$ cat src/rtl/l2_reqs_sched_pkg.sv
// Shared definitions for the L2 outstanding-request buffer scheduler.
// Buffer op codes, scheduler FSM encoding, grant bit positions and arbitration helpers.
// Optional feature macro used by l2_reqs_sched: L2_REQS_SCHED_RR_EN.
`ifndef N_REQS
`define N_REQS 4
`endif
`ifndef REQS_BITS
`define REQS_BITS 2
`endif

package l2_reqs_sched_pkg;

  // Request-buffer op codes; 0 means no operation on the lookup port.
  localparam logic [2:0] L2_REQS_NOP        = 3'd0;
  localparam logic [2:0] L2_REQS_LOOKUP     = 3'd1;
  localparam logic [2:0] L2_REQS_PEEK_FWD   = 3'd2;
  localparam logic [2:0] L2_REQS_PEEK_REQ   = 3'd3;
  localparam logic [2:0] L2_REQS_PEEK_FLUSH = 3'd4;

  // Scheduler FSM encoding.
  localparam logic [1:0] L2_REQS_SCHED_IDLE  = 2'd0;
  localparam logic [1:0] L2_REQS_SCHED_ISSUE = 2'd1;
  localparam logic [1:0] L2_REQS_SCHED_DONE  = 2'd2;

  // Grant bit positions, grant = {flush, req, fwd, rsp}.
  localparam int L2_REQS_GNT_RSP   = 0;
  localparam int L2_REQS_GNT_FWD   = 1;
  localparam int L2_REQS_GNT_REQ   = 2;
  localparam int L2_REQS_GNT_FLUSH = 3;

  // Fixed-priority pick, lowest bit wins (rsp > fwd > req > flush).
  function automatic logic [3:0] l2_reqs_pick_fixed(input logic [3:0] elig);
    logic [3:0] g;
    g = 4'b0000;
    if (elig[0]) begin
      g = 4'b0001;
    end else if (elig[1]) begin
      g = 4'b0010;
    end else if (elig[2]) begin
      g = 4'b0100;
    end else if (elig[3]) begin
      g = 4'b1000;
    end else begin
      g = 4'b0000;
    end
    return g;
  endfunction

  // Op code to present on the buffer port for a one-hot grant.
  function automatic logic [2:0] l2_reqs_op_of(input logic [3:0] gnt);
    logic [2:0] op;
    case (gnt)
      4'b0001: op = L2_REQS_LOOKUP;
      4'b0010: op = L2_REQS_PEEK_FWD;
      4'b0100: op = L2_REQS_PEEK_REQ;
      4'b1000: op = L2_REQS_PEEK_FLUSH;
      default: op = L2_REQS_NOP;
    endcase
    return op;
  endfunction

endpackage

$ cat src/rtl/l2_reqs_cnt.sv
// Occupancy counter for the L2 request buffer.
// Saturates at N_ENTRIES and at zero; any attempt to go past either end
// raises a sticky err that only reset clears.
module l2_reqs_cnt
  import l2_reqs_sched_pkg::*;
#(
  parameter int N_ENTRIES = 4,
  parameter int CW        = 3
) (
  input  logic          clk,
  input  logic          rst,
  input  logic          alloc,
  input  logic          dealloc,
  output logic [CW-1:0] cnt,
  output logic          full,
  output logic          empty,
  output logic          err
);

  localparam logic [CW-1:0] CNT_MAX = CW'(N_ENTRIES);
  localparam logic [CW-1:0] CNT_ONE = CW'(1);

  logic [CW-1:0] cnt_r;
  logic          err_r;

  // Count fills and returns; simultaneous alloc+dealloc leaves the count unchanged.
  always_ff @(posedge clk) begin
    if (rst) begin
      cnt_r <= '0;
      err_r <= 1'b0;
    end else if (alloc && !dealloc) begin
      if (cnt_r == CNT_MAX) begin
        err_r <= 1'b1;
      end else begin
        cnt_r <= cnt_r + CNT_ONE;
      end
    end else if (dealloc && !alloc) begin
      if (cnt_r == '0) begin
        err_r <= 1'b1;
      end else begin
        cnt_r <= cnt_r - CNT_ONE;
      end
    end
  end

  assign cnt   = cnt_r;
  assign full  = (cnt_r == CNT_MAX);
  assign empty = (cnt_r == '0);
  assign err   = err_r;

endmodule

$ cat src/rtl/l2_reqs_sched.sv
// Scheduler for the L2 outstanding-request buffer lookup port.
// Arbitrates rsp/fwd/req/flush, drives op code and lookup enable for one
// ISSUE cycle, returns the result in the following DONE cycle, tracks the
// sticky set-conflict / forward-stall flags and the buffer occupancy.
// Optional macro L2_REQS_SCHED_RR_EN: round-robin between fwd and req.
`ifndef N_REQS
`define N_REQS 4
`endif
`ifndef REQS_BITS
`define REQS_BITS 2
`endif

module l2_reqs_sched
  import l2_reqs_sched_pkg::*;
#(
  parameter int N_ENTRIES = `N_REQS,
  parameter int IW        = `REQS_BITS,
  parameter int CW        = `REQS_BITS + 1
) (
  input  logic          clk,
  input  logic          rst,
  input  logic          rsp_valid,
  input  logic          fwd_valid,
  input  logic          req_valid,
  input  logic          flush_valid,
  output logic          rsp_ready,
  output logic          fwd_ready,
  output logic          req_ready,
  output logic          flush_ready,
  output logic [3:0]    grant,
  output logic [2:0]    reqs_op_code,
  output logic          lookup_en,
  input  logic          set_set_conflict,
  input  logic          clr_set_conflict,
  input  logic          set_fwd_stall,
  input  logic          clr_fwd_stall,
  input  logic [IW-1:0] reqs_i,
  input  logic          reqs_hit,
  input  logic          alloc,
  input  logic          dealloc,
  output logic          result_valid,
  output logic [IW-1:0] result_i,
  output logic          result_hit,
  output logic          result_conflict,
  output logic [CW-1:0] reqs_cnt,
  output logic          reqs_full,
  output logic          reqs_empty,
  output logic          set_conflict,
  output logic          fwd_stall,
  output logic          err
);

  logic [1:0] state_r;
  logic [1:0] state_nxt;
  logic [3:0] grant_r;
  logic [3:0] grant_nxt;
  logic [3:0] elig;
  logic [3:0] cand;
  logic [3:0] pick;
  logic       set_conflict_r;
  logic       fwd_stall_r;
  logic       conflict_r;
  logic       in_issue;
  logic       in_done;
  logic       full_s;

  assign in_issue = (state_r == L2_REQS_SCHED_ISSUE);
  assign in_done  = (state_r == L2_REQS_SCHED_DONE);

  l2_reqs_cnt #(
    .N_ENTRIES (N_ENTRIES),
    .CW        (CW)
  ) u_cnt (
    .clk     (clk),
    .rst     (rst),
    .alloc   (alloc),
    .dealloc (dealloc),
    .cnt     (reqs_cnt),
    .full    (full_s),
    .empty   (reqs_empty),
    .err     (err)
  );

  // Eligibility per source; in DONE the completing source is consumed and excluded.
  always_comb begin
    elig = 4'b0000;
    elig[L2_REQS_GNT_RSP]   = rsp_valid;
    elig[L2_REQS_GNT_FWD]   = fwd_valid & ~fwd_stall_r;
    elig[L2_REQS_GNT_REQ]   = req_valid & ~set_conflict_r & ~full_s;
    elig[L2_REQS_GNT_FLUSH] = flush_valid & ~full_s & ~req_valid;
    if (in_done) begin
      cand = elig & ~grant_r;
    end else begin
      cand = elig;
    end
  end

`ifdef L2_REQS_SCHED_RR_EN
  logic rr_fav_req_r;

  // Fixed priority except that fwd and req alternate when both contend.
  always_comb begin
    pick = l2_reqs_pick_fixed(cand);
    if (!cand[L2_REQS_GNT_RSP] && cand[L2_REQS_GNT_FWD] && cand[L2_REQS_GNT_REQ]) begin
      pick = rr_fav_req_r ? 4'b0100 : 4'b0010;
    end else begin
      pick = l2_reqs_pick_fixed(cand);
    end
  end

  // Last-winner pointer: after fwd wins req is favoured next, and vice versa.
  always_ff @(posedge clk) begin
    if (rst) begin
      rr_fav_req_r <= 1'b0;
    end else if (state_r != L2_REQS_SCHED_ISSUE) begin
      if (pick[L2_REQS_GNT_FWD]) begin
        rr_fav_req_r <= 1'b1;
      end else if (pick[L2_REQS_GNT_REQ]) begin
        rr_fav_req_r <= 1'b0;
      end
    end
  end
`else
  // Fixed priority rsp > fwd > req > flush.
  always_comb begin
    pick = l2_reqs_pick_fixed(cand);
  end
`endif

  // Next state and grant: arbitrate in IDLE and DONE, hold the grant through ISSUE.
  always_comb begin
    state_nxt = state_r;
    grant_nxt = grant_r;
    case (state_r)
      L2_REQS_SCHED_IDLE, L2_REQS_SCHED_DONE: begin
        if (pick != 4'b0000) begin
          state_nxt = L2_REQS_SCHED_ISSUE;
          grant_nxt = pick;
        end else begin
          state_nxt = L2_REQS_SCHED_IDLE;
          grant_nxt = 4'b0000;
        end
      end
      L2_REQS_SCHED_ISSUE: begin
        state_nxt = L2_REQS_SCHED_DONE;
        grant_nxt = grant_r;
      end
      default: begin
        state_nxt = L2_REQS_SCHED_IDLE;
        grant_nxt = 4'b0000;
      end
    endcase
  end

  // FSM and grant registers; reset abandons any op in flight.
  always_ff @(posedge clk) begin
    if (rst) begin
      state_r <= L2_REQS_SCHED_IDLE;
      grant_r <= 4'b0000;
    end else begin
      state_r <= state_nxt;
      grant_r <= grant_nxt;
    end
  end

  // Sticky flags updated by the peek result at the end of ISSUE; any dealloc clears both.
  always_ff @(posedge clk) begin
    if (rst) begin
      set_conflict_r <= 1'b0;
      fwd_stall_r    <= 1'b0;
    end else if (dealloc) begin
      set_conflict_r <= 1'b0;
      fwd_stall_r    <= 1'b0;
    end else if (in_issue) begin
      if (grant_r[L2_REQS_GNT_REQ]) begin
        if (clr_set_conflict) begin
          set_conflict_r <= 1'b0;
        end else if (set_set_conflict) begin
          set_conflict_r <= 1'b1;
        end
      end
      if (grant_r[L2_REQS_GNT_FWD]) begin
        if (clr_fwd_stall) begin
          fwd_stall_r <= 1'b0;
        end else if (set_fwd_stall) begin
          fwd_stall_r <= 1'b1;
        end
      end
    end
  end

  // Conflict indication the buffer reported for this op, returned with the result.
  always_ff @(posedge clk) begin
    if (rst) begin
      conflict_r <= 1'b0;
    end else if (in_issue) begin
      conflict_r <= (grant_r[L2_REQS_GNT_REQ] & set_set_conflict & ~clr_set_conflict) |
                    (grant_r[L2_REQS_GNT_FWD] & set_fwd_stall & ~clr_fwd_stall);
    end
  end

  assign grant           = grant_r;
  assign reqs_op_code    = in_issue ? l2_reqs_op_of(grant_r) : L2_REQS_NOP;
  assign lookup_en       = in_issue;
  assign rsp_ready       = in_done & grant_r[L2_REQS_GNT_RSP];
  assign fwd_ready       = in_done & grant_r[L2_REQS_GNT_FWD];
  assign req_ready       = in_done & grant_r[L2_REQS_GNT_REQ];
  assign flush_ready     = in_done & grant_r[L2_REQS_GNT_FLUSH];
  assign result_valid    = in_done;
  assign result_i        = in_done ? reqs_i : '0;
  assign result_hit      = in_done & reqs_hit;
  assign result_conflict = in_done & conflict_r;
  assign reqs_full       = full_s;
  assign set_conflict    = set_conflict_r;
  assign fwd_stall       = fwd_stall_r;

endmodule

$ cat config.mk
export PLATFORM = sky130hd
export DESIGN_NAME = l2_reqs_sched
export DESIGN_NICKNAME = d
export VERILOG_FILES = /design/src/rtl/l2_reqs_sched_pkg.sv /design/src/rtl/l2_reqs_cnt.sv /design/src/rtl/l2_reqs_sched.sv
export SDC_FILE = /design/constraint.sdc
export NUM_CORES = 1
export LEC_CHECK = 0
export ABC_AREA = 0
export BUFFER_PORTS_ARGS = -buffer_cell sky130_fd_sc_hd__buf_2
export CAP_MARGIN = 10
export CELL_PAD_IN_SITES_DETAIL_PLACEMENT = 1
export CELL_PAD_IN_SITES_GLOBAL_PLACEMENT = 2
export CORE_UTILIZATION = 21
export CTS_CLUSTER_DIAMETER = 200
export CTS_CLUSTER_SIZE = 10
export DETAILED_ROUTE_END_ITERATION = 10
export PLACE_DENSITY = 0.71
export SLEW_MARGIN = 20
export SYNTH_ARGS = -nofsm -noshare
export SYNTH_HDL_FRONTEND = slang
export SYNTH_SLANG_ARGS = --single-unit
$ cat constraint.sdc
create_clock -name clk -period 1.9 [get_ports clk]
set_input_delay 0.38 -clock clk [delete_from_list [all_inputs] [get_ports clk]]
set_output_delay 0.38 -clock clk [all_outputs]
set_load 0.02 [all_outputs]
==> results.json, run 1 <==
{
  "vias": 827,
  "clk_path_buf_depth": 2,
  "crit_type": "flip-flop to primary output",
  "hp-class": "input pin to flip-flop",
  "synth_seq_area_share_pct": 34.15,
  "timing.slew.headroom_pct": 76.80,
  "synth-seq-cells": 13,
  "ir_drop_uv": 285.0,
  "critical_path_arrival_ns": 1.39,
  "synth_area_leaders": "dfxtp_1 (34%), nand3b_1 (4.9%), nor2_1 (4.9%)",
  "clk_pin_slew_ns": 0.09,
  "power_mw": 0.9140,
  "via_per_inst": 4.519,
  "place_area_um2": 1039,
  "cts_setup_buffers": 0,
  "holdWs_ns": 0.3676,
  "design_area_um2": 1077,
  "cts_tree": "yes",
  "die_h_um": 62.24,
  "gp_congestion": 0.7123,
  "finalCritPeriodShare_pct": 93.32,
  "synthCells": 93,
  "synth_fp_nets": 110,
  "maxCapViolCount": 0,
  "io_buffers": 39,
  "power_density_nw_per_um2": 848.4,
  "grt_setup_unrepaired": "no",
  "ys_async_sr_fraction_pct": 0,
  "nets": 155,
  "power_leakage_nw": 0.5339,
  "wl_per_cell_um": 12.26,
  "numCtsBuffers": 3,
  "clock_latency_ns": 0.28,
  "drive_gt1_share_pct": 40.15,
  "n_antenna_cell": 0,
  "grt_max_degree": 15,
  "period_needed_ns": 1.773,
  "outcome": "finished clean",
  "cp_data_required_time_ns": 1.52,
  "syn-mean-instance-area_um2": 8.193,
  "drv_slew": 0,
  "final_core_util_pct": 31.54,
  "grt_pass1_vias": 872,
  "synthDistinctLibCells": 35,
  "syn_area_um2": 762.0,
  "first_iter_violations": 23,
  "antenna_found_initial": 0,
  "yosys.cell_count.top_type": "dfxtp_1",
  "synth_warnings": 0,
  "io_pins": 40,
  "skew_ns": 0.002609,
  "critPathMaxFanout": 7,
  "clockRootBuffer": "clkbuf_4",
  "synth_top_area_share_pct": 34.15,
  "final_cells": 183,
  "grt_pass1_wl_um": 3864,
  "cts_sinks": 13,
  "hold_viol_final": 0,
  "drc_errors": 0,
  "overflow": 0,
  "syn_to_final_growth_pct": 41.38,
  "yosys.area.top_type": "dfxtp_1",
  "cts_htree_levels": 1,
  "fmax_mhz": 564.0,
  "die_area_um2": 3873,
  "routed_wl_um": 2244,
  "ant_nets": 0,
  "initial_core_util_pct": 22.31,
  "setup.worst_path.start_class": "flip-flop",
  "rows": 21,
  "grtUsageTotal_pct": 12.32,
  "synth-edff-count": 0,
  "core_region_area_um2": 3416,
  "endpoint_kind": "primary output",
  "ys_top_cells_by_count": "dfxtp_1 (13), nor2_1 (10), inv_1 (8)",
  "synth_flop_cell": "dfxtp_1",
  "setup_viol": 0,
  "hpwlAfterDp_um": 1812,
  "dpl.cell_count": 179,
  "drt_pre_antenna_iters": 4,
  "worst-slew-pin-transition_ns": 0.3444,
  "fp.dieW_um": 62.24
}
[area by class of cell]
cell class | count | area, µm²
Multi-Input combinational cell | 68 | 465.4
Timing Repair Buffer | 43 | 227.7
Tap cell | 46 | 57.56
Clock buffer | 4 | 26.28
Fill cell | 434 | 2338
Inverter | 9 | 38.79
Sequential cell | 13 | 261.5
[routing by layer]
metal / up-vias / track usage, % / share of wire, %
met5: - / 0 / 0
met4: 0 / 2.616 / 0.85
met3: 2 / 3.860 / 7.9
met2: 32 / 21.43 / 46
met1: 380 / 14.77 / 45
li1: 413 / - / -
[cell usage in the layout (no fill, tap or decap), types with 2 or more instances in the layout]
cell type	synthesis	layout
nor2_1	10	10
nor4_2	0	2
nor4_1	5	3
clkbuf_4	0	3
a31oi_1	3	3
nand2_1	7	7
buf_2	1	38
xor2_1	2	2
inv_1	8	8
xnor2_1	3	3
a21oi_1	2	2
buf_4	0	5
dfxtp_1	13	12
and2_1	4	4
nor2b_1	2	2
o2bb2ai_1	2	2
and3_1	2	2
o32ai_1	2	2
o21ai_0	3	3
nand3b_1	5	5
[critical path: stages (launching register included)]
cell      delay [ns]
dfxtp_2         0.36
or2b_4          0.29
clkinv_4        0.05
nand2_1         0.07
nor4_2          0.16
buf_4           0.18
[path summary, 6_finish.rpt]
path	start	endpoint	slack [ns]	cells past startpoint
hold reg to reg	u_cnt.err$_SDFFE_PP0P_	u_cnt.err$_SDFFE_PP0P_	0.49	2
hold / removal	dealloc	set_conflict$_SDFFE_PP0P_	0.37	3
setup reg to reg	u_cnt.cnt[0]$_SDFFE_PP0P_	u_cnt.cnt[2]$_SDFFE_PP0P_	0.23	4
setup / recovery	state_r[1]$_SDFF_PP0_	reqs_op_code[2]	0.13	5
[flip-flops by register name, indices dropped and copies added, names as in the netlist]
name / cells
grant: 4
u_cnt.cnt: 3
state_r: 2
conflict_r: 1
fwd_stall: 1
set_conflict: 1
u_cnt.err: 1
[timing repair]
item | in CTS | in global routing
endpoints found under the setup margin | 2 | 2
gates resized for setup | 2 | 2
hold buffers | 0 | 0
[stage by stage]
step	setup WS, ns	TNS, ns
2_1_floorplan	0.001215	0
3_3_place_gp	-0.06628	-0.06628
3_5_place_dp	-0.1044	-0.1044
4_1_cts	0.04577	0
5_1_grt	0.03173	0
6_report	0.1270	0
[power breakdown]
group,total (mW),switching (mW),internal [mW]
logic,0.374,0.218,0.156
registers,0.361,0.0504,0.310
clock network,0.179,0.0976,0.0815
total,0.914,0.366,0.548
[cells by family after synthesis]
family | after synthesis | share of synthesized area, %
simple gates | 42 | 30.38
mux | 1 | 1.478
compound gates | 18 | 17.24
flops | 13 | 34.15
fa+ha+maj | 2 | 4.269
xor+xnor | 5 | 5.748
buf+inv | 12 | 6.732
No activity file was read; power rests on OpenSTA's default activity.
==> run 2, diff against run 1 <==
- CAP_MARGIN: 10 -> 20
- CORE_MARGIN: not set -> 5
==> run 2 against run 1 <==
Net effect:
- power rose by 0.10%
- worst hold slack improved by 0.0080 ns
- cell count did not move
- register-to-register slack got worse by 0.02 ns
- worst setup slack got worse by 0.0071 ns
- non-clock buffer count did not move
- critical path type unchanged
- critical endpoint unchanged
- highest routed layer is now met3
==> results.json, run 2 (synthesis results as in run 1) <==
{
  "worstPathCellList": "or2b_4 > clkinv_4 > nand2_1 > nor4_2 > buf_4",
  "io_pins": 40,
  "grt_pass1_wl_um": 4305,
  "cts_setup_buffers": 0,
  "seqPwrFrac_pct": 39.5,
  "antenna_found_initial": 0,
  "grt_setup_unrepaired": "no",
  "hold_viol_final": 0,
  "slowest_stage": "dfxtp_1",
  "largest_reg_flops": 4,
  "ant_nets": 0,
  "multiInputGateArea_um2": 465.4,
  "seq_area_um2": 260.3,
  "numCtsBuffers": 3,
  "drv_slew": 0,
  "first_iter_violations": 42,
  "clk_path_buf_depth": 2,
  "outcome": "finished clean",
  "nFillCells": 435,
  "cp_data_required_time_ns": 1.52,
  "gp_congestion": 0.7458,
  "via_per_inst": 4.546,
  "tns_ns": 0,
  "use_met2_pct": 17.78,
  "p_switching_mw": 0.3672,
  "fp.dieW_um": 70.24,
  "die_area_um2": 4933,
  "crit_type": "flip-flop to primary output",
  "maxCapViolCount": 0,
  "hp-class": "input pin to flip-flop",
  "clockRootBuffer": "clkbuf_4",
  "busiest_layer": "met2",
  "final_cell_mix": "buf_2 (38), dfxtp_1 (13), nor2_1 (10)",
  "hpwlAfterDp_um": 2002,
  "dpl.cell_count": 179,
  "max_stage_delay_ns": 0.38,
  "syn_to_final_growth_pct": 41.21,
  "timing.slew.headroom_pct": 74.83,
  "final_common_cell": "buf_2",
  "power_leakage_nw": 0.5333,
  "clk_pin_slew_ns": 0.08,
  "cts_htree_levels": 1,
  "skew_ns": 0.001320,
  "drc_errors": 0,
  "finalCritPeriodShare_pct": 93.69,
  "p_clk_share_pct": 19.1,
  "nets": 155,
  "grtUsageTotal_pct": 10.53,
  "critPathMaxFanout": 7,
  "initial_core_util_pct": 22.31,
  "period_needed_ns": 1.780,
  "setup.worst_path.start_class": "flip-flop",
  "post_cts_resize_count": 0,
  "wl_per_cell_um": 13.37,
  "ir_drop_uv": 530.9,
  "setup_viol": 0,
  "sw_frac_of_total_pct": 40.14,
  "endpoint_kind": "primary output",
  "clock_latency_ns": 0.27,
  "n_antenna_cell": 0,
  "grtUsageMet1_pct": 13.01,
  "cts_sinks": 13,
  "vias": 832,
  "core_region_area_um2": 3416,
  "drive_gt1_share_pct": 39.42,
  "grt_util_met3_pct": 4.017,
  "intPower_mw": 0.5477,
  "grt_max_degree": 15,
  "drt_pre_antenna_iters": 4,
  "hold_buffers": 0,
  "overflow": 0,
  "io_buffers": 39,
  "rows": 21,
  "routed_wl_um": 2446,
  "power_density_nw_per_um2": 850.3,
  "fmax_mhz": 561.8,
  "die_h_um": 70.24,
  "worst-slew-pin-transition_ns": 0.3770,
  "grt_pass1_vias": 858,
  "critical_path_arrival_ns": 1.40,
  "final_cells": 183,
  "cts_tree": "yes",
  "final_core_util_pct": 31.50,
  "power_frac_comb_pct": 41.4
}
run 2: cell counts in the layout (fill, tap and decap cells not counted):
No cell type changed its count.
run 2: per-layer routing:
| layer | part of all wire (%) | up-vias |
|---|---|---|
| li1 | - | 417 |
| met1 | 46 | 384 |
| met2 | 46 | 31 |
| met3 | 8.1 | 0 |
| met4 | 0 | 0 |
| met5 | 0 | - |
run 2: worst paths after layout:
path / startpoint / to / slack, ns / depth (start not counted)
worst max register to register: u_cnt.cnt[0]$_SDFFE_PP0P_ / u_cnt.cnt[2]$_SDFFE_PP0P_ / 0.21 / 4
worst max-delay path: state_r[1]$_SDFF_PP0_ / reqs_op_code[2] / 0.12 / 5
worst min register to register: u_cnt.err$_SDFFE_PP0P_ / u_cnt.err$_SDFFE_PP0P_ / 0.49 / 2
worst min-delay path: dealloc / set_conflict$_SDFFE_PP0P_ / 0.38 / 3
run 2: final cells by class:
cell class	count	area share, %
Timing Repair Buffer	43	21.16
Tap cell	46	5.349
Sequential cell	13	24.19
Multi-Input combinational cell	68	43.26
Clock buffer	4	2.442
Inverter	9	3.605
run 2: through the flow:
step | power, mW | setup slack [ns] | hold WS, ns | cell area [µm²]
final | 0.9149 | 0.1199 | 0.3756 | 1076
after global routing | 0.9922 | 0.01218 | 0.3865 | 1076
after CTS | 0.9258 | 0.001569 | 0.3764 | 1065
after detailed placement | 0.7455 | -0.1157 | 0.4724 | 1039
after global placement | 0.7350 | -0.06853 | 0.4684 | 1039
after floorplan | 0.6051 | 0.001215 | 0.4573 | 768.2
run 2: worst max-delay path, delay by kind of cell (launching register included):
family,cells,cell delay [ns]
flops,1,0.38
buf+inv,2,0.23
simple gates,3,0.53
run 2: power by group through the flow:
| stage | logic (mW) | registers [mW] | clock network [mW] |
|---|---|---|---|
| finish | 0.379 | 0.361 | 0.175 |
| global route | 0.426 | 0.372 | 0.194 |
| CTS | 0.381 | 0.362 | 0.183 |
| detailed placement | 0.377 | 0.368 | 0 |
| global placement | 0.371 | 0.364 | 0 |
| floorplan | 0.217 | 0.388 | 0 |
